===== src/rtl/score_award_scheduler_if.sv =====
// Scoring-event handshakes, frame pacing and award output
// shared between game logic, scheduler and scoredisplay.
interface score_award_scheduler_if;
  logic        frame_tick;
  logic [3:0]  level;
  logic        clear_valid;
  logic [2:0]  clear_lines;
  logic        clear_ready;
  logic        drop_valid;
  logic [4:0]  drop_cells;
  logic        drop_ready;
  logic [15:0] scorewire;
  logic        busy;
  logic        dropped_evt;

  modport master (
    output frame_tick, level,
    output clear_valid, clear_lines,
    output drop_valid, drop_cells,
    input  clear_ready, drop_ready,
    input  scorewire, busy, dropped_evt
  );

  modport slave (
    input  frame_tick, level,
    input  clear_valid, clear_lines,
    input  drop_valid, drop_cells,
    output clear_ready, drop_ready,
    output scorewire, busy, dropped_evt
  );
endinterface


===== src/rtl/score_award_scheduler.sv =====
// Arbitrates line-clear / drop-bonus events into a level-scaled
// award FIFO and releases one award pulse per paced frame.
module score_award_scheduler #(
  parameter int FIFO_DEPTH = 4,
  parameter int GAP_FRAMES = 2
) (
  input logic                    clk_25_175,
  input logic                    reset,
  score_award_scheduler_if.slave bus
);
  localparam int AW = (FIFO_DEPTH > 1) ? $clog2(FIFO_DEPTH) : 1;
  localparam int NW = $clog2(FIFO_DEPTH + 1);
  localparam int CW = (GAP_FRAMES > 0) ? $clog2(GAP_FRAMES + 1) : 1;

  typedef enum logic [1:0] {
    IDLE,
    EMIT,
    HOLD
  } state_t;

  state_t state, state_n;
  logic [CW-1:0] hold_cnt, hold_n;

  logic [15:0]   mem [FIFO_DEPTH];
  logic [AW-1:0] wr_ptr, rd_ptr;
  logic [NW-1:0] count;

  logic        last_drop;
  logic        full, empty;
  logic        clear_hs, drop_hs;
  logic        clear_ok, push, pop;
  logic [10:0] base;
  logic [4:0]  scale;
  logic [15:0] award;
  logic [15:0] score_q;
  logic        dropped_q;

  assign full  = count == NW'(FIFO_DEPTH);
  assign empty = count == '0;

  // Loser of the last handshake wins a tie.
  assign bus.clear_ready = !full &&
    !(bus.drop_valid && !last_drop);
  assign bus.drop_ready = !full &&
    !(bus.clear_valid && last_drop);

  assign clear_hs = bus.clear_valid & bus.clear_ready;
  assign drop_hs  = bus.drop_valid & bus.drop_ready;

  assign clear_ok = (bus.clear_lines != 3'd0) &&
    (bus.clear_lines <= 3'd4);

  always_comb begin
    base = 11'd0;
    unique case (bus.clear_lines)
      3'd1:    base = 11'd40;
      3'd2:    base = 11'd100;
      3'd3:    base = 11'd300;
      3'd4:    base = 11'd1200;
      default: base = 11'd0;
    endcase
  end

  assign scale = {1'b0, bus.level} + 5'd1;

  assign award = clear_hs ?
    16'(base) * 16'(scale) :
    16'(bus.drop_cells) * 16'(scale);

  assign push = (clear_hs & clear_ok) |
    (drop_hs & (bus.drop_cells != 5'd0));

  always_comb begin
    state_n = state;
    hold_n  = hold_cnt;
    pop     = 1'b0;
    unique case (state)
      IDLE: begin
        if (bus.frame_tick && !empty) begin
          pop     = 1'b1;
          state_n = EMIT;
        end
      end
      EMIT: begin
        if (GAP_FRAMES == 0) begin
          state_n = IDLE;
        end else begin
          state_n = HOLD;
          hold_n  = CW'(GAP_FRAMES);
        end
      end
      HOLD: begin
        // The tick that expires the holdoff cannot emit.
        if (bus.frame_tick) begin
          hold_n = hold_cnt - CW'(1);
          if (hold_cnt == CW'(1))
            state_n = IDLE;
        end
      end
      default: state_n = IDLE;
    endcase
  end

  always_ff @(posedge clk_25_175) begin
    if (!reset) begin
      state     <= IDLE;
      hold_cnt  <= '0;
      wr_ptr    <= '0;
      rd_ptr    <= '0;
      count     <= '0;
      last_drop <= 1'b1;
      score_q   <= '0;
      dropped_q <= 1'b0;
    end else begin
      state    <= state_n;
      hold_cnt <= hold_n;
      count    <= count + NW'(push) - NW'(pop);
      if (push)
        wr_ptr <= wr_ptr + AW'(1);
      if (pop)
        rd_ptr <= rd_ptr + AW'(1);
      if (clear_hs)
        last_drop <= 1'b0;
      else if (drop_hs)
        last_drop <= 1'b1;
      if (clear_hs && !clear_ok)
        dropped_q <= 1'b1;
      score_q <= pop ? mem[rd_ptr] : '0;
    end
  end

  always_ff @(posedge clk_25_175) begin
    if (push)
      mem[wr_ptr] <= award;
  end

  assign bus.scorewire   = score_q;
  assign bus.dropped_evt = dropped_q;
  assign bus.busy        = !empty || (state != IDLE);
endmodule


===== src/flat_wrapper.sv =====
// flat-port wrapper written by rule: the top's interface ports become plain ports
module score_award_scheduler_flat 
#(
  parameter int FIFO_DEPTH = 4,
  parameter int GAP_FRAMES = 2
)
  (clk_25_175, reset, bus_frame_tick, bus_level, bus_clear_valid, bus_clear_lines, bus_drop_valid, bus_drop_cells, bus_clear_ready, bus_drop_ready, bus_scorewire, bus_busy, bus_dropped_evt);
  score_award_scheduler_if bus_i ();
  input logic clk_25_175;
  input logic reset;
  input wire logic [$bits(bus_i.frame_tick)-1:0] bus_frame_tick;
  input wire logic [$bits(bus_i.level)-1:0] bus_level;
  input wire logic [$bits(bus_i.clear_valid)-1:0] bus_clear_valid;
  input wire logic [$bits(bus_i.clear_lines)-1:0] bus_clear_lines;
  input wire logic [$bits(bus_i.drop_valid)-1:0] bus_drop_valid;
  input wire logic [$bits(bus_i.drop_cells)-1:0] bus_drop_cells;
  output wire logic [$bits(bus_i.clear_ready)-1:0] bus_clear_ready;
  output wire logic [$bits(bus_i.drop_ready)-1:0] bus_drop_ready;
  output wire logic [$bits(bus_i.scorewire)-1:0] bus_scorewire;
  output wire logic [$bits(bus_i.busy)-1:0] bus_busy;
  output wire logic [$bits(bus_i.dropped_evt)-1:0] bus_dropped_evt;
  assign bus_i.frame_tick = bus_frame_tick;
  assign bus_i.level = bus_level;
  assign bus_i.clear_valid = bus_clear_valid;
  assign bus_i.clear_lines = bus_clear_lines;
  assign bus_i.drop_valid = bus_drop_valid;
  assign bus_i.drop_cells = bus_drop_cells;
  assign bus_clear_ready = bus_i.clear_ready;
  assign bus_drop_ready = bus_i.drop_ready;
  assign bus_scorewire = bus_i.scorewire;
  assign bus_busy = bus_i.busy;
  assign bus_dropped_evt = bus_i.dropped_evt;
  score_award_scheduler #(.FIFO_DEPTH(FIFO_DEPTH), .GAP_FRAMES(GAP_FRAMES)) u_core (.clk_25_175(clk_25_175), .reset(reset), .bus(bus_i));
endmodule

===== config.mk =====
export PLATFORM = sky130hd
export DESIGN_NAME = score_award_scheduler_flat
export DESIGN_NICKNAME = d
export VERILOG_FILES = /design/src/rtl/score_award_scheduler_if.sv /design/src/rtl/score_award_scheduler.sv /design/src/flat_wrapper.sv
export SDC_FILE = /design/constraint.sdc
export NUM_CORES = 1
export LEC_CHECK = 0
export ABC_AREA = 1
export BUFFER_PORTS_ARGS = -buffer_cell sky130_fd_sc_hd__buf_4
export CAP_MARGIN = 15
export CORE_MARGIN = 3
export CORE_UTILIZATION = 62
export DETAILED_ROUTE_END_ITERATION = 16
export PLACE_DENSITY = 0.81
export SYNTH_ARGS = -nofsm -noshare
export SYNTH_HDL_FRONTEND = slang
export SYNTH_SLANG_ARGS = --single-unit
export TNS_END_PERCENT = 100

===== constraint.sdc =====
create_clock -name clk_25_175 -period 5.9 [get_ports clk_25_175]
set_clock_uncertainty 0.1 [all_clocks]
set_input_delay 0.59 -clock clk_25_175 [delete_from_list [all_inputs] [get_ports clk_25_175]]
set_output_delay 0.59 -clock clk_25_175 [all_outputs]
set_load 0.01 [all_outputs]

# [Word-level counts from Yosys, hierarchy flattened]
# Memories as Yosys holds them, arrays and structs flattened. A register that Yosys moved wholly into a read port is not among the register bits.
# Cells that the tools add are included.
[op_classes] n_addsub=6 mul=2 n_lt_le_gt_ge=1 n_eq_ne=11 muxes=14 n_bitwise=5 reduce_logical=25
[ops] cell="case mux 11 bit (4 select lines)" n=1
[ops] cell="multiplier 11 x 5 -> 16 bit" n=1
[ops] cell="two-way mux 16 bit" n=1
[ops] cell="multiplier 5 x 5 -> 10 bit" n=1
[ops] cell="two-way mux 2 bit" n=4
[ops] cell="logical AND 1 bit" n=7
[ops] cell="logical NOT 1 bit" n=7
[ops] cell="== test 3 x 2 -> 1 bit (second input constant)" n=2
[ops] cell="== test 3 bit (second input constant)" n=2
[ops] cell="two-way mux 1 bit" n=6
[ops] cell="case mux 2 bit (3 select lines)" n=1
[ops] cell="nonzero test 2 bit" n=3
[ops] cell="adder 4 x 1 -> 5 bit (second input constant)" n=1
[ops] cell="nonzero test 5 bit" n=1
[ops] cell="adder 2 x 1 -> 2 bit (second input constant)" n=2
[ops] cell="AND 1 bit" n=4
[ops] cell="== test 2 x 1 -> 1 bit (second input constant)" n=2
[ops] cell="inequality test 2 x 1 -> 1 bit (second input constant)" n=2
[ops] cell="case mux 2 bit (2 select lines)" n=1
[ops] cell="AND reduction 2 bit" n=2
[ops] cell="adder 3 x 1 -> 3 bit" n=1
[ops] cell="== test 3 x 1 -> 1 bit (second input constant)" n=1
[ops] cell="<= comparator 3 bit (second input constant)" n=1
[ops] cell="logical NOT 3 bit" n=1
[ops] cell="9 further kinds" n=9
[word_totals] reg_bits=13 ram_bits=64 input_bits=17 output_inout_bits=20 wordCells=72 memories=1
[memory_table] name="u_core.mem" words=4 width=16 rd=1 rd_ports_with_merged_regs=1 wr=1 line="score_award_scheduler.sv:24" rtl="logic [15:0] mem [FIFO_DEPTH];"

# [Longest topological paths before layout]
[depth] ltp_word=9 depth_mapped=23 mapped_depth_nobuf=23

# [Least setup slack after synthesis]
# OpenSTA, ideal clock, no wires.
[synth_timing] path_kind="input to register" from="input bus_level[0]" to="memory u_core.mem[0][11], data pin" t_arrival_ns=4.010 path_slack_ns=1.519 stages=18 path_cell_list="ha_1 nand2_1 inv_1 nor2_1 inv_1 nor2_1 inv_1 fa_1 fa_1 fa_1 inv_1 ha_1 nand2_1 nand3_1 nand2_1 nand2_1 o21ai_0 a21oi_1"
[synth_via] elab_chain_len=3
[synth_rtl] item="from (decl)" line="flat_wrapper.sv:12" rtl="input wire logic [$bits(bus_i.level)-1:0] bus_level;"
[synth_rtl] item="adder 4 x 1 -> 5 bit" line="score_award_scheduler.sv:64" rtl="assign scale = {1'b0, bus.level} + 5'd1;"
[synth_rtl] item="multiplier 11 x 5 -> 16 bit" line="score_award_scheduler.sv:67" rtl="16'(base) * 16'(scale) :"
[synth_rtl] item="two-way mux 16 bit" line="score_award_scheduler.sv:66" rtl="assign award = clear_hs ?"
[synth_rtl] item="net u_core.award[11]" line="score_award_scheduler.sv:34" rtl="logic [15:0] award;"
[synth_rtl] item="to (decl)" line="score_award_scheduler.sv:24"
# The timed path passes the listed nets, and every way through them passes these cells.

# [Worst setup path after layout]
[layout_timing] from="input bus_level[0]" to="memory u_core.mem[2][9], data pin"
[layout_via] elab_chain_len=3 elab_cells_between_ends=4
[layout_rtl] item="adder 4 x 1 -> 5 bit (*)" line="score_award_scheduler.sv:64"
[layout_rtl] item="multiplier 11 x 5 -> 16 bit or multiplier 5 x 5 -> 10 bit (tied branches)" line="score_award_scheduler.sv:67, score_award_scheduler.sv:68"
[layout_rtl] item="two-way mux 16 bit (*)" line="score_award_scheduler.sv:66"
[layout_rtl] item="net u_core.award[9]" line="score_award_scheduler.sv:34"
# Mark *: on every way through the listed nets, which the timed path passes. The rest lies on a longest branch.

==> impl_metrics.csv <==
group,metric,value,unit
yosys,synth-seq-cells,93,
yosys,ys.flop_type,"edfxtp_1",
yosys,netlist_instances,680,
sta,tightest_slew,982,ps
power_and_ir_drop,powerDensity,300,nW/um^2
yosys,async_reset_ff_share,0,%
finish,drive_above_1_share,12.2,%
flow_run,max-cap-violations,0,
worst_hold_path,hp-class,"reg2reg",
run_status,outcome,"completed",
yosys,syn_area,5950,um^2
sta,report.final.slew_viol_count,0,
sta,slew_headroom,34.4,%
clock_tree,clock-sinks,93,
route,vias_per_cell,5.31,
clock_tree,cts-root-buf,"clkbuf_8",
worst_setup_path,r2r-start,"u_core.count[1]",
sta,timing.setup.tns,0,ps
sta,setup_violations,0,
worst_setup_path,start_kind,"input port",
yosys,synth-edff-count,64,
clock_tree,cts_hold_buf,0,
global_route,grtUsageTotal,22.0,%
worst_hold_path,holdCritStartpoint,"u_core.hold_cnt[0]",
clock_tree,h-tree-depth,3,
clock_tree,post-cts-setup-buffers,0,
global_route,grt_pass1_vias,4226,
clock_tree,cts_tree,"yes",
finish,area_growth,9.55,%
clock_tree,numCtsBuffers,9,
global_route,grt_remaining_overflow,0,
sta,rsz0062_at_grt,"false",
floorplan,die_h,104,um
clock_tree,clock_latency,350,ps
power_and_ir_drop,p_leak,3.19,nW
worst_setup_path,crit_type,"in2reg",
global_route,grt_max_degree,37,
clock_tree,clkTransAtPathRegs,90,ps
floorplan,io_pins,37,
power_and_ir_drop,ir_drop,0.124,mV
yosys,yosysUniqueCellTypes,35,
worst_setup_path,cp_data_required_time,5890,ps
route,antenna_left,0,
route,drt_iter0_markers,314,
route,drc,0,
floorplan,start_util,64.0,%
finish,fin_nets,810,
placed_design,numPortBuffers,36,
clock_tree,post_cts_resize_count,0,
placed_design,dp_hpwl,9.02,mm
yosys,syn-num-nets,776,
clock_tree,clock_path_buffers,2,
worst_setup_path,cp.arrival,4640,ps
power_and_ir_drop,power,1.95,mW
route,vias,4500,
floorplan,core,9280,um^2
placed_design,gp_congestion,0.900,
yosys,synth_top_area_cell,"edfxtp_1",
yosys,synth.area.top_cells,"edfxtp_1, ha_1, dfxtp_1, fa_1, nor2_1",
yosys,yosysWarnings,0,
global_route,antenna_found_initial,0,
floorplan,die_w,104,um
worst_setup_path,path_max_fanout,8,
sta,hold_viol,0,
yosys,yosys.area.top_type_share,32.3,%
global_route,grt_pass1_wl,19.4,mm
worst_setup_path,cp-startpoint,"bus_level[0]",
route,wirelength,11.9,mm
yosys,yosysSeqAreaShare,42.1,%
route,drtPass1Iterations,5,
sta,fin_crit,4660,ps
floorplan,fp.dieArea,10800,um^2
finish,n_antenna_cell,0,
sta,min_period_over_period,79.0,%
floorplan,num_rows,35,
worst_setup_path,end_kind,"flop",
yosys,syn_avg_cell_area,8.74,um^2
sta,clock.fmax,215,MHz
route,wl_per_cell,14.0,um
final timing paths:
check / to / slack (ps) / depth (start not counted)
max reg2reg: u_core.mem[0][11] / 3350 / 8
min: u_core.hold_cnt[0] / 380 / 1
min reg2reg: u_core.hold_cnt[0] / 380 / 1
max: u_core.mem[2][9] / 1240 / 20
layout make-up:
cell class / instances / area (um^2)
Clock buffer: 10 / 138
Clock inverter: 6 / 68.8
Fill cell: 773 / 2770
Inverter: 114 / 428
Multi-Input combinational cell: 459 / 2940
Sequential cell: 93 / 2500
Tap cell: 129 / 161
Timing Repair Buffer: 37 / 278
layer usage:
metal  track usage [%]  up-vias  share of wire (%)
met2              40.3      108                 52
met3              2.79       13                3.2
met1              27.6     2138                 44
met5                 0        -                  0
li1                  -     2241                  -
met4              5.60        0                1.2
cell usage after synthesis (2+ instances only):
master    number
nand2_4        2
buf_2          5
xor2_1         2
a21oi_1       29
ha_1          53
o21ai_1        5
o21ai_0       41
inv_2          6
nor3_2         2
buf_4          3
nand2_2        3
a21oi_2        9
nor2_2         5
nand3_1       22
dfxtp_1       29
nor2_1       125
inv_1        108
nor2_4         2
edfxtp_1      64
nand2_1      115
fa_1          26
clkbuf_1       4
xnor2_1        3
nand4_1        4
nand3b_1       2
or2_2          2
metrics by stage:
| stage | hold WS, ps | cell area, um^2 | utilization (%) | worst slack [ps] | instances |
|---|---|---|---|---|---|
| 6_report | 376 | 6510 | 70.2 | 1240 | 848 |
| 2_1_floorplan | 332 | 5950 | - | 1520 | 680 |
| 5_1_grt | 382 | 6510 | 70.2 | 978 | 848 |
| 4_1_cts | 367 | 6510 | 70.2 | 1240 | 848 |
| 3_5_place_dp | 358 | 6310 | 67.9 | 880 | 832 |
| 3_3_place_gp | 348 | 6310 | 67.9 | 991 | 832 |
sequential cells by signal (all words and copies together), names as in the netlist:
register                cells
u_core.mem                 64
u_core.bus.scorewire       16
u_core.last_drop            1
u_core.rd_ptr               2
u_core.bus.dropped_evt      1
u_core.hold_cnt             2
u_core.state                2
u_core.wr_ptr               2
u_core.count                3
worst max-delay path, stage by stage:
cell	delay (ps)
buf_4	140
ha_1	210
nand2_1	80
inv_1	40
nor2_1	260
inv_1	210
nor2_1	260
inv_1	110
fa_1	520
fa_1	520
fa_1	540
inv_1	40
ha_1	360
nand3_1	110
nand3_1	200
nand2_1	120
nand2_1	90
nand2_1	70
nand3_1	80
nand2_1	100
power by group:
part	total [mW]	leakage, nW	internal (mW)	switching (mW)
Combinational	0.649	2.25	0.221	0.428
Clock	0.432	0.104	0.211	0.221
Sequential	0.872	0.834	0.829	0.0438
Total	1.95	3.19	1.26	0.693
layout by cell type, fill, tap and decap left out, types with 4 or more instances in the layout:
cell type,netlist,routed
buf_4,3,37
inv_2,6,6
edfxtp_1,64,64
nand3_1,22,22
o21ai_0,41,41
dfxtp_1,29,29
ha_1,53,53
clkbuf_8,0,10
a21oi_2,9,9
inv_1,108,108
nor2_1,125,125
a21oi_1,29,29
o21ai_1,5,5
fa_1,26,26
nor2_2,5,5
nand2_1,115,115
nand4_1,4,4
cell families (layout without fill, tap and decap cells):
family / count (synthesis) / after routing / share of synthesized area [%]
adder cells (fa/ha/maj): 79 / 79 / 19.9
AO/OA/AOI/OAI: 89 / 89 / 8.44
AND/OR/NAND/NOR: 286 / 286 / 20.3
XOR/XNOR: 5 / 5 / 0.737
buffers and inverters: 128 / 167 / 8.50
flip-flops: 93 / 93 / 42.1
(Power assumes the default switching activity.)
